===== config.mk =====
export PLATFORM = sky130hd
export DESIGN_NAME = inst_loader_flat
export DESIGN_NICKNAME = d
export VERILOG_FILES = /design/src/rtl/inst_loader_pkg.sv /design/src/rtl/inst_loader_if.sv /design/src/rtl/inst_loader_uart_rx_byte.sv /design/src/rtl/inst_loader.sv /design/src/flat_wrapper.sv
export SDC_FILE = /design/constraint.sdc
export NUM_CORES = 1
export LEC_CHECK = 0
export ABC_AREA = 0
export BUFFER_PORTS_ARGS = -buffer_cell sky130_fd_sc_hd__clkbuf_2
export CAP_MARGIN = 0
export CORE_ASPECT_RATIO = 0.8
export CORE_UTILIZATION = 53
export DETAILED_ROUTE_END_ITERATION = 8
export GPL_ROUTABILITY_DRIVEN = 0
export HOLD_SLACK_MARGIN = 0.05
export PLACE_DENSITY = 0.74
export SLEW_MARGIN = 20
export SYNTH_ARGS = -nofsm -noshare
export SYNTH_HDL_FRONTEND = slang
export SYNTH_SLANG_ARGS = --single-unit

===== constraint.sdc =====
create_clock -name clk -period 2.7 [get_ports clk]
set_clock_uncertainty 0.2 [all_clocks]
set_input_delay 0 -clock clk [delete_from_list [all_inputs] [get_ports clk]]
set_output_delay 0 -clock clk [all_outputs]
set_load 0.05 [all_outputs]

===== src/rtl/inst_loader_pkg.sv =====
// Shared types and constants for the serial instruction-memory boot loader.
// Latency: n/a (declarations only).
// Backpressure: n/a.
package inst_loader_pkg;

    // Width of one CPU instruction word; also the instruction-memory data width.
    localparam int INST_W = 32;

    // 50 MHz board clock / 115200 baud.
    localparam int UART_CLKS_PER_BIT = 434;

    typedef enum logic [2:0] {
        IDLE  = 3'd0,
        DATA  = 3'd1,
        WRITE = 3'd2,
        SUM   = 3'd3,
        DONE  = 3'd4,
        ERR   = 3'd5
    } loader_state_e;

endpackage


===== src/rtl/inst_loader_if.sv =====
// Instruction-memory write port shared by the boot loader and the fetch-side memory.
// Latency: n/a (wires only).
// Backpressure: none; the memory accepts a write in the cycle imem_we is high.
// Ports: imem_we (1-cycle strobe), imem_addr (word address), imem_wdata (instruction word).
interface inst_loader_if #(
    parameter int ADDR_W = 8
);
    import inst_loader_pkg::*;

    logic              imem_we;
    logic [ADDR_W-1:0] imem_addr;
    logic [INST_W-1:0] imem_wdata;

    modport master (output imem_we, imem_addr, imem_wdata);
    modport slave  (input  imem_we, imem_addr, imem_wdata);

endinterface


===== src/rtl/inst_loader_uart_rx_byte.sv =====
// UART 8N1 byte receiver with 2-flop synchroniser and mid-bit sampling.
// Latency: rx_valid/frame_err pulse at the middle of the stop bit (+3 cycles sync/edge).
// Backpressure: none; consumer must take the byte in the pulse cycle.
// Ports: clk, rst (async high), rx (idle high) -> rx_valid, rx_data[7:0], frame_err.
module uart_rx_byte #(
    parameter int CLKS_PER_BIT = 434
) (
    input  logic       clk,
    input  logic       rst,
    input  logic       rx,
    output logic       rx_valid,
    output logic [7:0] rx_data,
    output logic       frame_err
);
    localparam int CW = $clog2(CLKS_PER_BIT);
    localparam logic [CW-1:0] HALF_CNT = CW'(CLKS_PER_BIT / 2 - 1);
    localparam logic [CW-1:0] LAST_CNT = CW'(CLKS_PER_BIT - 1);

    localparam logic [1:0] U_IDLE  = 2'd0;
    localparam logic [1:0] U_START = 2'd1;
    localparam logic [1:0] U_DATA  = 2'd2;
    localparam logic [1:0] U_STOP  = 2'd3;

    logic          rx_s1_q, rx_s2_q, rx_s3_q;
    logic [1:0]    st_q, st_d;
    logic [CW-1:0] cnt_q, cnt_d;
    logic [2:0]    bit_q, bit_d;
    logic [7:0]    sh_q, sh_d;
    logic          vld_q, vld_d;
    logic          ferr_q, ferr_d;

    // Synchroniser presets to the idle level so reset never looks like a start bit.
    always_ff @(posedge clk or posedge rst) begin
        if (rst) begin
            rx_s1_q <= 1'b1;
            rx_s2_q <= 1'b1;
            rx_s3_q <= 1'b1;
        end else begin
            rx_s1_q <= rx;
            rx_s2_q <= rx_s1_q;
            rx_s3_q <= rx_s2_q;
        end
    end

    always_comb begin
        st_d   = st_q;
        cnt_d  = cnt_q;
        bit_d  = bit_q;
        sh_d   = sh_q;
        vld_d  = 1'b0;
        ferr_d = 1'b0;
        case (st_q)
            U_IDLE: begin
                if (rx_s3_q && !rx_s2_q) begin
                    st_d  = U_START;
                    cnt_d = '0;
                end
            end
            U_START: begin
                // Re-check at half bit: a short low glitch falls back to idle silently.
                if (cnt_q == HALF_CNT) begin
                    cnt_d = '0;
                    bit_d = '0;
                    st_d  = rx_s2_q ? U_IDLE : U_DATA;
                end else begin
                    cnt_d = cnt_q + CW'(1);
                end
            end
            U_DATA: begin
                if (cnt_q == LAST_CNT) begin
                    cnt_d = '0;
                    sh_d  = {rx_s2_q, sh_q[7:1]};
                    bit_d = bit_q + 3'd1;
                    if (bit_q == 3'd7) begin
                        st_d = U_STOP;
                    end
                end else begin
                    cnt_d = cnt_q + CW'(1);
                end
            end
            default: begin
                // Return to idle at mid-stop so a back-to-back start edge is caught.
                if (cnt_q == LAST_CNT) begin
                    st_d   = U_IDLE;
                    vld_d  = rx_s2_q;
                    ferr_d = !rx_s2_q;
                end else begin
                    cnt_d = cnt_q + CW'(1);
                end
            end
        endcase
    end

    always_ff @(posedge clk or posedge rst) begin
        if (rst) begin
            st_q   <= U_IDLE;
            cnt_q  <= '0;
            bit_q  <= '0;
            sh_q   <= '0;
            vld_q  <= 1'b0;
            ferr_q <= 1'b0;
        end else begin
            st_q   <= st_d;
            cnt_q  <= cnt_d;
            bit_q  <= bit_d;
            sh_q   <= sh_d;
            vld_q  <= vld_d;
            ferr_q <= ferr_d;
        end
    end

    assign rx_valid  = vld_q;
    assign rx_data   = sh_q;
    assign frame_err = ferr_q;

endmodule


===== src/rtl/inst_loader.sv =====
// Boot loader: UART frame (N, N*4 bytes, XOR) -> sequential instruction-memory writes, then cpu_run.
// Latency: imem_we pulses 1 cycle after the rx_valid of each word's 4th byte.
// Backpressure: none; every received byte is consumed in its rx_valid cycle.
// Ports: clk, rst (async high), rx; imem (write-port master); cpu_run, load_err, words_loaded.
module inst_loader
    import inst_loader_pkg::*;
#(
    parameter int CLKS_PER_BIT = UART_CLKS_PER_BIT,
    parameter int ADDR_W       = 8,
    parameter int WORD_BYTES   = 4
) (
    input  logic                clk,
    input  logic                rst,
    input  logic                rx,
    inst_loader_if.master       imem,
    output logic                cpu_run,
    output logic                load_err,
    output logic [ADDR_W:0]     words_loaded
);
    localparam int BI_W = $clog2(WORD_BYTES);
    localparam logic [BI_W-1:0] LAST_BYTE = BI_W'(WORD_BYTES - 1);

    localparam logic [2:0] S_IDLE  = IDLE;
    localparam logic [2:0] S_DATA  = DATA;
    localparam logic [2:0] S_WRITE = WRITE;
    localparam logic [2:0] S_SUM   = SUM;
    localparam logic [2:0] S_DONE  = DONE;
    localparam logic [2:0] S_ERR   = ERR;

    logic       rx_valid, frame_err;
    logic [7:0] rx_data;

    uart_rx_byte #(.CLKS_PER_BIT(CLKS_PER_BIT)) u_rx (
        .clk       (clk),
        .rst       (rst),
        .rx        (rx),
        .rx_valid  (rx_valid),
        .rx_data   (rx_data),
        .frame_err (frame_err)
    );

    logic [2:0]        state_q, state_d;
    logic [7:0]        n_q, n_d;
    logic [BI_W-1:0]   idx_q, idx_d;
    logic [INST_W-1:0] word_q, word_d;
    logic [7:0]        xor_q, xor_d;
    logic [ADDR_W:0]   words_q, words_d;
    logic [ADDR_W-1:0] addr_q, addr_d;
    logic              run_q, err_q;

    always_comb begin
        state_d = state_q;
        n_d     = n_q;
        idx_d   = idx_q;
        word_d  = word_q;
        xor_d   = xor_q;
        words_d = words_q;
        addr_d  = addr_q;
        case (state_q)
            S_IDLE: begin
                if (frame_err) begin
                    state_d = S_ERR;
                end else if (rx_valid) begin
                    n_d     = rx_data;
                    idx_d   = '0;
                    xor_d   = '0;
                    state_d = (rx_data == 8'd0) ? S_SUM : S_DATA;
                end
            end
            S_DATA: begin
                if (frame_err) begin
                    state_d = S_ERR;
                end else if (rx_valid) begin
                    word_d[8*idx_q +: 8] = rx_data;
                    xor_d = xor_q ^ rx_data;
                    idx_d = idx_q + BI_W'(1);
                    if (idx_q == LAST_BYTE) begin
                        idx_d = '0;
                        // Memory already full: refuse to wrap onto address 0.
                        if (words_q[ADDR_W]) begin
                            state_d = S_ERR;
                        end else begin
                            state_d = S_WRITE;
                            addr_d  = words_q[ADDR_W-1:0];
                        end
                    end
                end
            end
            S_WRITE: begin
                words_d = words_q + 1'b1;
                if (frame_err) begin
                    state_d = S_ERR;
                end else if (9'(words_q) + 9'd1 == {1'b0, n_q}) begin
                    state_d = S_SUM;
                end else begin
                    state_d = S_DATA;
                end
            end
            S_SUM: begin
                if (frame_err) begin
                    state_d = S_ERR;
                end else if (rx_valid) begin
                    state_d = (rx_data == xor_q) ? S_DONE : S_ERR;
                end
            end
            S_DONE:  state_d = S_DONE;
            S_ERR:   state_d = S_ERR;
            default: state_d = S_IDLE;
        endcase
    end

    always_ff @(posedge clk or posedge rst) begin
        if (rst) begin
            state_q <= S_IDLE;
            n_q     <= '0;
            idx_q   <= '0;
            word_q  <= '0;
            xor_q   <= '0;
            words_q <= '0;
            addr_q  <= '0;
            run_q   <= 1'b0;
            err_q   <= 1'b0;
        end else begin
            state_q <= state_d;
            n_q     <= n_d;
            idx_q   <= idx_d;
            word_q  <= word_d;
            xor_q   <= xor_d;
            words_q <= words_d;
            addr_q  <= addr_d;
            // Flags are flops, not state decodes, because cpu_run drives a clock gate.
            run_q   <= (state_d == S_DONE);
            err_q   <= (state_d == S_ERR);
        end
    end

    assign imem.imem_we    = (state_q == S_WRITE);
    assign imem.imem_addr  = addr_q;
    assign imem.imem_wdata = word_q;
    assign cpu_run         = run_q;
    assign load_err        = err_q;
    assign words_loaded    = words_q;

endmodule


===== src/flat_wrapper.sv =====
// flat-port wrapper written by rule: the top's interface ports become plain ports
module inst_loader_flat import inst_loader_pkg::*;
#(
    parameter int CLKS_PER_BIT = UART_CLKS_PER_BIT,
    parameter int ADDR_W       = 8,
    parameter int WORD_BYTES   = 4
)
  (clk, rst, rx, cpu_run, load_err, words_loaded, imem_imem_we, imem_imem_addr, imem_imem_wdata);
  inst_loader_if #(.ADDR_W(ADDR_W)) imem_i ();
  input  logic clk;
  input  logic rst;
  input  logic rx;
  output logic cpu_run;
  output logic load_err;
  output logic [ADDR_W:0] words_loaded;
  output wire logic [$bits(imem_i.imem_we)-1:0] imem_imem_we;
  output wire logic [$bits(imem_i.imem_addr)-1:0] imem_imem_addr;
  output wire logic [$bits(imem_i.imem_wdata)-1:0] imem_imem_wdata;
  assign imem_imem_we = imem_i.imem_we;
  assign imem_imem_addr = imem_i.imem_addr;
  assign imem_imem_wdata = imem_i.imem_wdata;
  inst_loader #(.CLKS_PER_BIT(CLKS_PER_BIT), .ADDR_W(ADDR_W), .WORD_BYTES(WORD_BYTES)) u_core (.clk(clk), .rst(rst), .rx(rx), .imem(imem_i), .cpu_run(cpu_run), .load_err(load_err), .words_loaded(words_loaded));
endmodule

==> results of run 1 <==
## state kept, by name, summed over array words and instances, names as in the netlist, 8 cells and up
register / cells
u_core.imem.imem_wdata: 32
u_core.u_rx.cnt_q: 9
u_core.words_loaded: 9
u_core.imem.imem_addr: 8
u_core.n_q: 8
u_core.u_rx.rx_data: 8
u_core.xor_q: 8
## path summary, 6_finish.rpt
| check | start | endpoint | slack [ps] | cells after the start |
|---|---|---|---|---|
| hold / removal | rx | u_core.u_rx.rx_s1_q | 90 | 2 |
| setup / recovery | u_core.state_q[2] | u_core.n_q[0] | 420 | 3 |
| setup reg to reg | u_core.state_q[2] | u_core.n_q[0] | 420 | 3 |
| min in group asynchronous | rst | u_core.imem.imem_wdata[1] | 130 | 4 |
| max in group asynchronous | rst | u_core.imem.imem_addr[5] | 1750 | 4 |
| hold reg to reg | u_core.u_rx.rx_s1_q | u_core.u_rx.rx_s2_q | 160 | 0 |
## cell type report
type	count	area [um^2]	area share, %
tap	112	140	2.52
multi-input combinational	369	2190	39.2
sequential	99	2480	44.5
inverter	17	67.6	1.21
clock buffer	11	233	4.18
timing repair buffer	69	400	7.19
clock inverter	5	63.8	1.15
## where the power goes
group | internal [mW] | switching [mW] | leakage (nW)
Combinational | 0.0674 | 0.127 | 1.07
Clock | 0.724 | 0.561 | 0.140
Sequential | 1.52 | 0.0481 | 1.36
Total | 2.31 | 0.736 | 2.58
## cell usage in the layout, fill, tap and decap left out, types with 3 or more instances in the layout
cell and instances:
xor2_1 8, clkbuf_2 54, nand4_1 5, o22ai_1 7, dfrtp_1 96, and3_1 4
mux2_2 17, ha_1 12, o21ai_0 62, clkinv_4 3, nand2_1 126, buf_4 12
nand3_1 12, inv_1 16, nor3_1 5, nor2b_1 10, nor2_1 14, a21oi_1 9
dfstp_2 3, nor3b_1 4, nand2b_1 8, nand4b_1 3, xnor2_1 17, nor4_1 7
clkbuf_16 9
## what timing repair did
action                    in CTS  in global routing
resized for setup              0                  0
hold buffers                   2                  0
hold endpoints to repair     100                  0
## cells by family after synthesis
logic type	after synthesis	synth area share [%]
multiplexers	17	3.94
XOR/XNOR	25	4.51
AO/OA/AOI/OAI	98	11.8
adder cells (fa/ha/maj)	12	3.09
buffers and inverters	45	3.89
AND/OR/NAND/NOR	217	21.7
flip-flops	99	51.1
## per-layer routing
layer  GRT usage, %  vias to the layer above
li1               -                     1850
met4           4.55                        0
met1           34.1                     1828
met2           38.3                       87
met3           6.47                       13
met5              0                        -
## critical path, delay by kind of cell (launching register included)
kind | cells | cell delay [ps]
multiplexers | 1 | 380
AND/OR/NAND/NOR | 2 | 1100
flip-flops | 1 | 480
## metrics by stage
stage / std cells / setup slack, ps
finish: 682 / 422
global route: 682 / 233
CTS: 682 / 430
detailed placement: 664 / 434
global placement: 664 / 516
floorplan: 513 / 421
==> impl_metrics.yaml, run 1 <==
synthesis:
  syn-cell-area_mm2: 0.00486
  ys.flop_type: "dfrtp_1"
  syn_area_per_cell_um2: 9.47
  async_flop_share_pct: 100
  synth_commonest_cells: "126 x nand2_1, 96 x dfrtp_1, 62 x o21ai_0, 19 x clkbuf_1"
  synth_cell_types: 57
  yosysMostFrequentCell: "nand2_1"
  yosysTopAreaCell: "dfrtp_1"
  syn_inst: 513
  synthesis.nets: 528
  yosysSeqAreaShare_pct: 51.1
  yosysWarnings: 0
  post-synth-top-area-fraction_pct: 49.5
  synth_edf_count: 0
  ys_seq_elements: 99
  synth.area.top_cells: "dfrtp_1 49%, nand2_1 9.7%, o21ai_0 6.4%"
finish:
  fill_cells: 687
  utilization_pct: 64.3
  syn2layout_area_growth_pct: 14.7
  nets: 580
  diodes: 0
  layout-drive-gt1-share_pct: 20.4
  finalInstanceArea_mm2: 0.00557
global_routing:
  antenna_found_initial: 0
  grtUsageTotal_pct: 24.3
  grt-ovfl-total: 0
  grt_pass1_wl_mm: 17.6
  grt_pass1_vias: 3498
  grt_max_degree: 100
routing:
  wl_met1_mm: 4.90
  wl_mm: 10.6
  first_pass_iters: 4
  wl_met2_mm: 5.10
  drt_iter0_markers: 185
  vias: 3778
  drc: 0
  top_layer_used: "met4"
  wl_met3_um: 534
  viasPerCell: 5.54
  wire_per_inst_um: 15.6
  drtAntennaViolNets: 0
timing:
  whs_ps: 92.0
  rsz0062_at_grt: "no"
  setup_viol: 0
  tightest_slew_ps: 525
  drv_slew: 0
  hold_viol: 0
  fmax_ghz: 0.439
  setup_tns_ps: 0
  slew_headroom_pct: 64.9
  final_min_period_over_clock_period_pct: 84.4
  period_minus_slack_ps: 2280
floorplanning:
  die_w_um: 109
  ios: 55
  num_rows: 30
  die_h_um: 87.6
  die-area_mm2: 0.00955
  start_util_pct: 56.0
  core_mm2: 0.00867
setup_path:
  critPathCaptureType: "register"
  cp-start-kind: "register"
  crit_type: "register to register"
  critPathMaxFanout: 12
  required_ps: 2730
  slowest_delay_ps: 780
  cp.arrival_ps: 2310
  path_cells: "or4b_1, nor2_4, mux2_2"
  slowest_stage: "or4b_1"
power_and_ir_drop:
  total_power_mw: 3.05
  p_leak_nw: 2.58
  powerDensity_mw_per_mm2: 547
  ir_drop_mv: 0.439
cts:
  cts_sinks: 99
  cts_tree: "built"
  ctsHtreeMaxLevel: 3
  clk_path_buf_depth: 2
  cts_made_buffers: 9
  clock-root-buffer: "clkbuf_16"
  clk_pin_slew_ps: 60
  post-cts-setup-buffers: 0
  clkLatencyLatePin_ps: 350
worst_hold_path:
  hold_class: "primary input to register"
run:
  max_cap_viol_count: 0
outcome:
  status: "finished, final reports clean"
placement:
  numPortBuffers: 54
  hpwl_mm: 7.25
  placed_area_mm2: 0.00526
Power figures use the tool's default switching activity.
==> run 2: changes to the inputs <==
--- a/config.mk
+++ b/config.mk
@@ -9,11 +9,11 @@
 export BUFFER_PORTS_ARGS = -buffer_cell sky130_fd_sc_hd__clkbuf_2
 export CAP_MARGIN = 0
 export CORE_ASPECT_RATIO = 0.8
-export CORE_UTILIZATION = 53
+export CORE_UTILIZATION = 58
 export DETAILED_ROUTE_END_ITERATION = 8
 export GPL_ROUTABILITY_DRIVEN = 0
 export HOLD_SLACK_MARGIN = 0.05
-export PLACE_DENSITY = 0.74
+export PLACE_DENSITY = 0.77
 export SLEW_MARGIN = 20
 export SYNTH_ARGS = -nofsm -noshare
 export SYNTH_HDL_FRONTEND = slang
==> constraint.sdc (replaced) <==
create_clock -name clk -period 2.2 [get_ports clk]
set_clock_uncertainty 0.2 [all_clocks]
set_input_delay 0 -clock clk [delete_from_list [all_inputs] [get_ports clk]]
set_output_delay 0 -clock clk [all_outputs]
set_load 0.05 [all_outputs]
==> run 2 against run 1 <==
Net effect:
- final area increased by 0.43%
- via count increased by 3.9%
- critical path type unchanged
- flip-flop and latch count unchanged
- combinational power increased by 27%
- sequential share of layout area decreased by 0.14 points
- utilization increased by 5.5 points
- clock power decreased by 10%
- setup slack got worse by 270 ps
- sequential power increased by 22%
==> impl_metrics.yaml, run 2 (synthesis gave the netlist of run 1 again) <==
global_routing:
  antenna_found_initial: 0
  grt-ovfl-total: 0
  grt_pass1_wl_mm: 17.9
  grt_pass1_vias: 3588
  grt_max_degree: 42
  grtUsageTotal_pct: 25.5
timing:
  slew_headroom_pct: 49.3
  setup_viol: 0
  whs_ps: 78.0
  fmax_ghz: 0.488
  tightest_slew_ps: 759
  drv_slew: 0
  hold_viol: 0
  layout_setup_ws_ps: 152
  final_min_period_over_clock_period_pct: 93.1
  setup_tns_ps: 0
  period_minus_slack_ps: 2050
  rsz0062_at_grt: "yes"
cts:
  clk_path_buf_depth: 2
  cts_sinks: 99
  clkLatencyLatePin_ps: 350
  clk_pin_slew_ps: 90
  clock-root-buffer: "clkbuf_8"
  ctsHtreeMaxLevel: 3
  cts_made_buffers: 9
  cts_tree: "built"
setup_path:
  cp.arrival_ps: 2080
  rr_startpoint: "u_core.u_rx.cnt_q[2]"
  crit_type: "register to register"
  cp-start-kind: "register"
  required_ps: 2230
  critPathCaptureType: "register"
  critPathMaxFanout: 9
  ff2ff_setup_slack_ps: 150
  critPathLaunch: "u_core.u_rx.cnt_q[2]"
finish:
  layout_common_cells: "125 x nand2_1, 94 x dfrtp_1, 62 x o21ai_0"
  nets: 594
  finalInstanceArea_mm2: 0.00560
  utilization_pct: 69.8
  layout.cells.non_filler: 691
  layout-drive-gt1-share_pct: 23.2
  syn2layout_area_growth_pct: 15.2
  diodes: 0
  largest_reg_flops: 32
  layout_commonest_cell: "nand2_1"
run:
  max_cap_viol_count: 0
routing:
  drtAntennaViolNets: 0
  drt_iter0_markers: 313
  vias: 3924
  viasPerCell: 5.68
  drc: 0
  wl_mm: 10.6
  wire_per_inst_um: 15.3
  first_pass_iters: 5
power_and_ir_drop:
  seqPwrFrac_pct: 57.8
  powerDensity_mw_per_mm2: 595
  p_leak_nw: 2.60
  swShare_pct: 25.4
  pwr-share-clk_pct: 34.8
  combinationalPowerShare_pct: 7.4
  ir_drop_mv: 0.475
  switchingPower_mw: 0.845
  total_power_mw: 3.33
  power.internal_mw: 2.48
worst_hold_path:
  hold_class: "primary input to register"
  worstHoldStart: "rx"
floorplanning:
  die-area_mm2: 0.00874
  die_w_um: 104
  start_util_pct: 60.6
  ios: 55
  num_rows: 29
  die_h_um: 83.8
  core_mm2: 0.00802
placement:
  placed_area_mm2: 0.00537
  place_ws_ps: 148
  dp_cells: 674
  hpwl_mm: 7.36
  numPortBuffers: 54
outcome:
  status: "finished, final reports clean"
[run 2: changes by cell type in the layout (fill, tap and decap cells not counted), moves of 2 or more]
cell	delta
clkinv_4	-3
inv_6	+2
clkbuf_8	+9
clkbuf_16	-9
buf_4	+13
dfrtp_2	+2
dfrtp_1	-2
[run 2: final cells by class]
class	count	area (um^2)
clock buffer	10	128
clock inverter	5	62.6
timing repair buffer	83	518
inverter	17	67.6
tap	108	135
multi-input combinational	369	2200
fill	647	2420
sequential	99	2480
[run 2: final timing paths]
check,to,depth (start not counted)
worst min register to register,u_core.u_rx.rx_s2_q,0
worst max-delay path,u_core.u_rx.cnt_q[4],5
min in group asynchronous,u_core.u_rx.bit_q[0],3
max in group asynchronous,u_core.u_rx.rx_s1_q,4
worst min-delay path,u_core.u_rx.rx_s1_q,2
worst max register to register,u_core.u_rx.cnt_q[4],5
[run 2: routing by layer]
layer / global-route usage [%] / share of wire [%]
met1: 37.2 / 44
met2: 38.9 / 47
met3: 5.15 / 7.3
met4: 6.62 / 1.3
met5: 0 / 0
[run 2: worst max-delay path: stages (launching register included)]
cell	delay [ps]
dfrtp_1	420
or4b_4	560
o31ai_2	320
o21ai_4	170
a21oi_1	160
o22ai_1	90
[run 2: power groups by stage]
stage               sequential, mW  combinational (mW)  clock, mW
floorplan                     1.94               0.186          0
global placement              1.96               0.236          0
detailed placement            1.96               0.245          0
CTS                           1.92               0.248       1.19
global route                  1.93               0.278       1.26
finish                        1.92               0.247       1.16
[run 2: what timing repair did]
item,4_1_cts,5_1_grt
setup endpoints to repair,0,23
hold buffers,2,0
buffers inserted,0,0
endpoints found under the hold margin,99,0
gates resized for setup,0,4
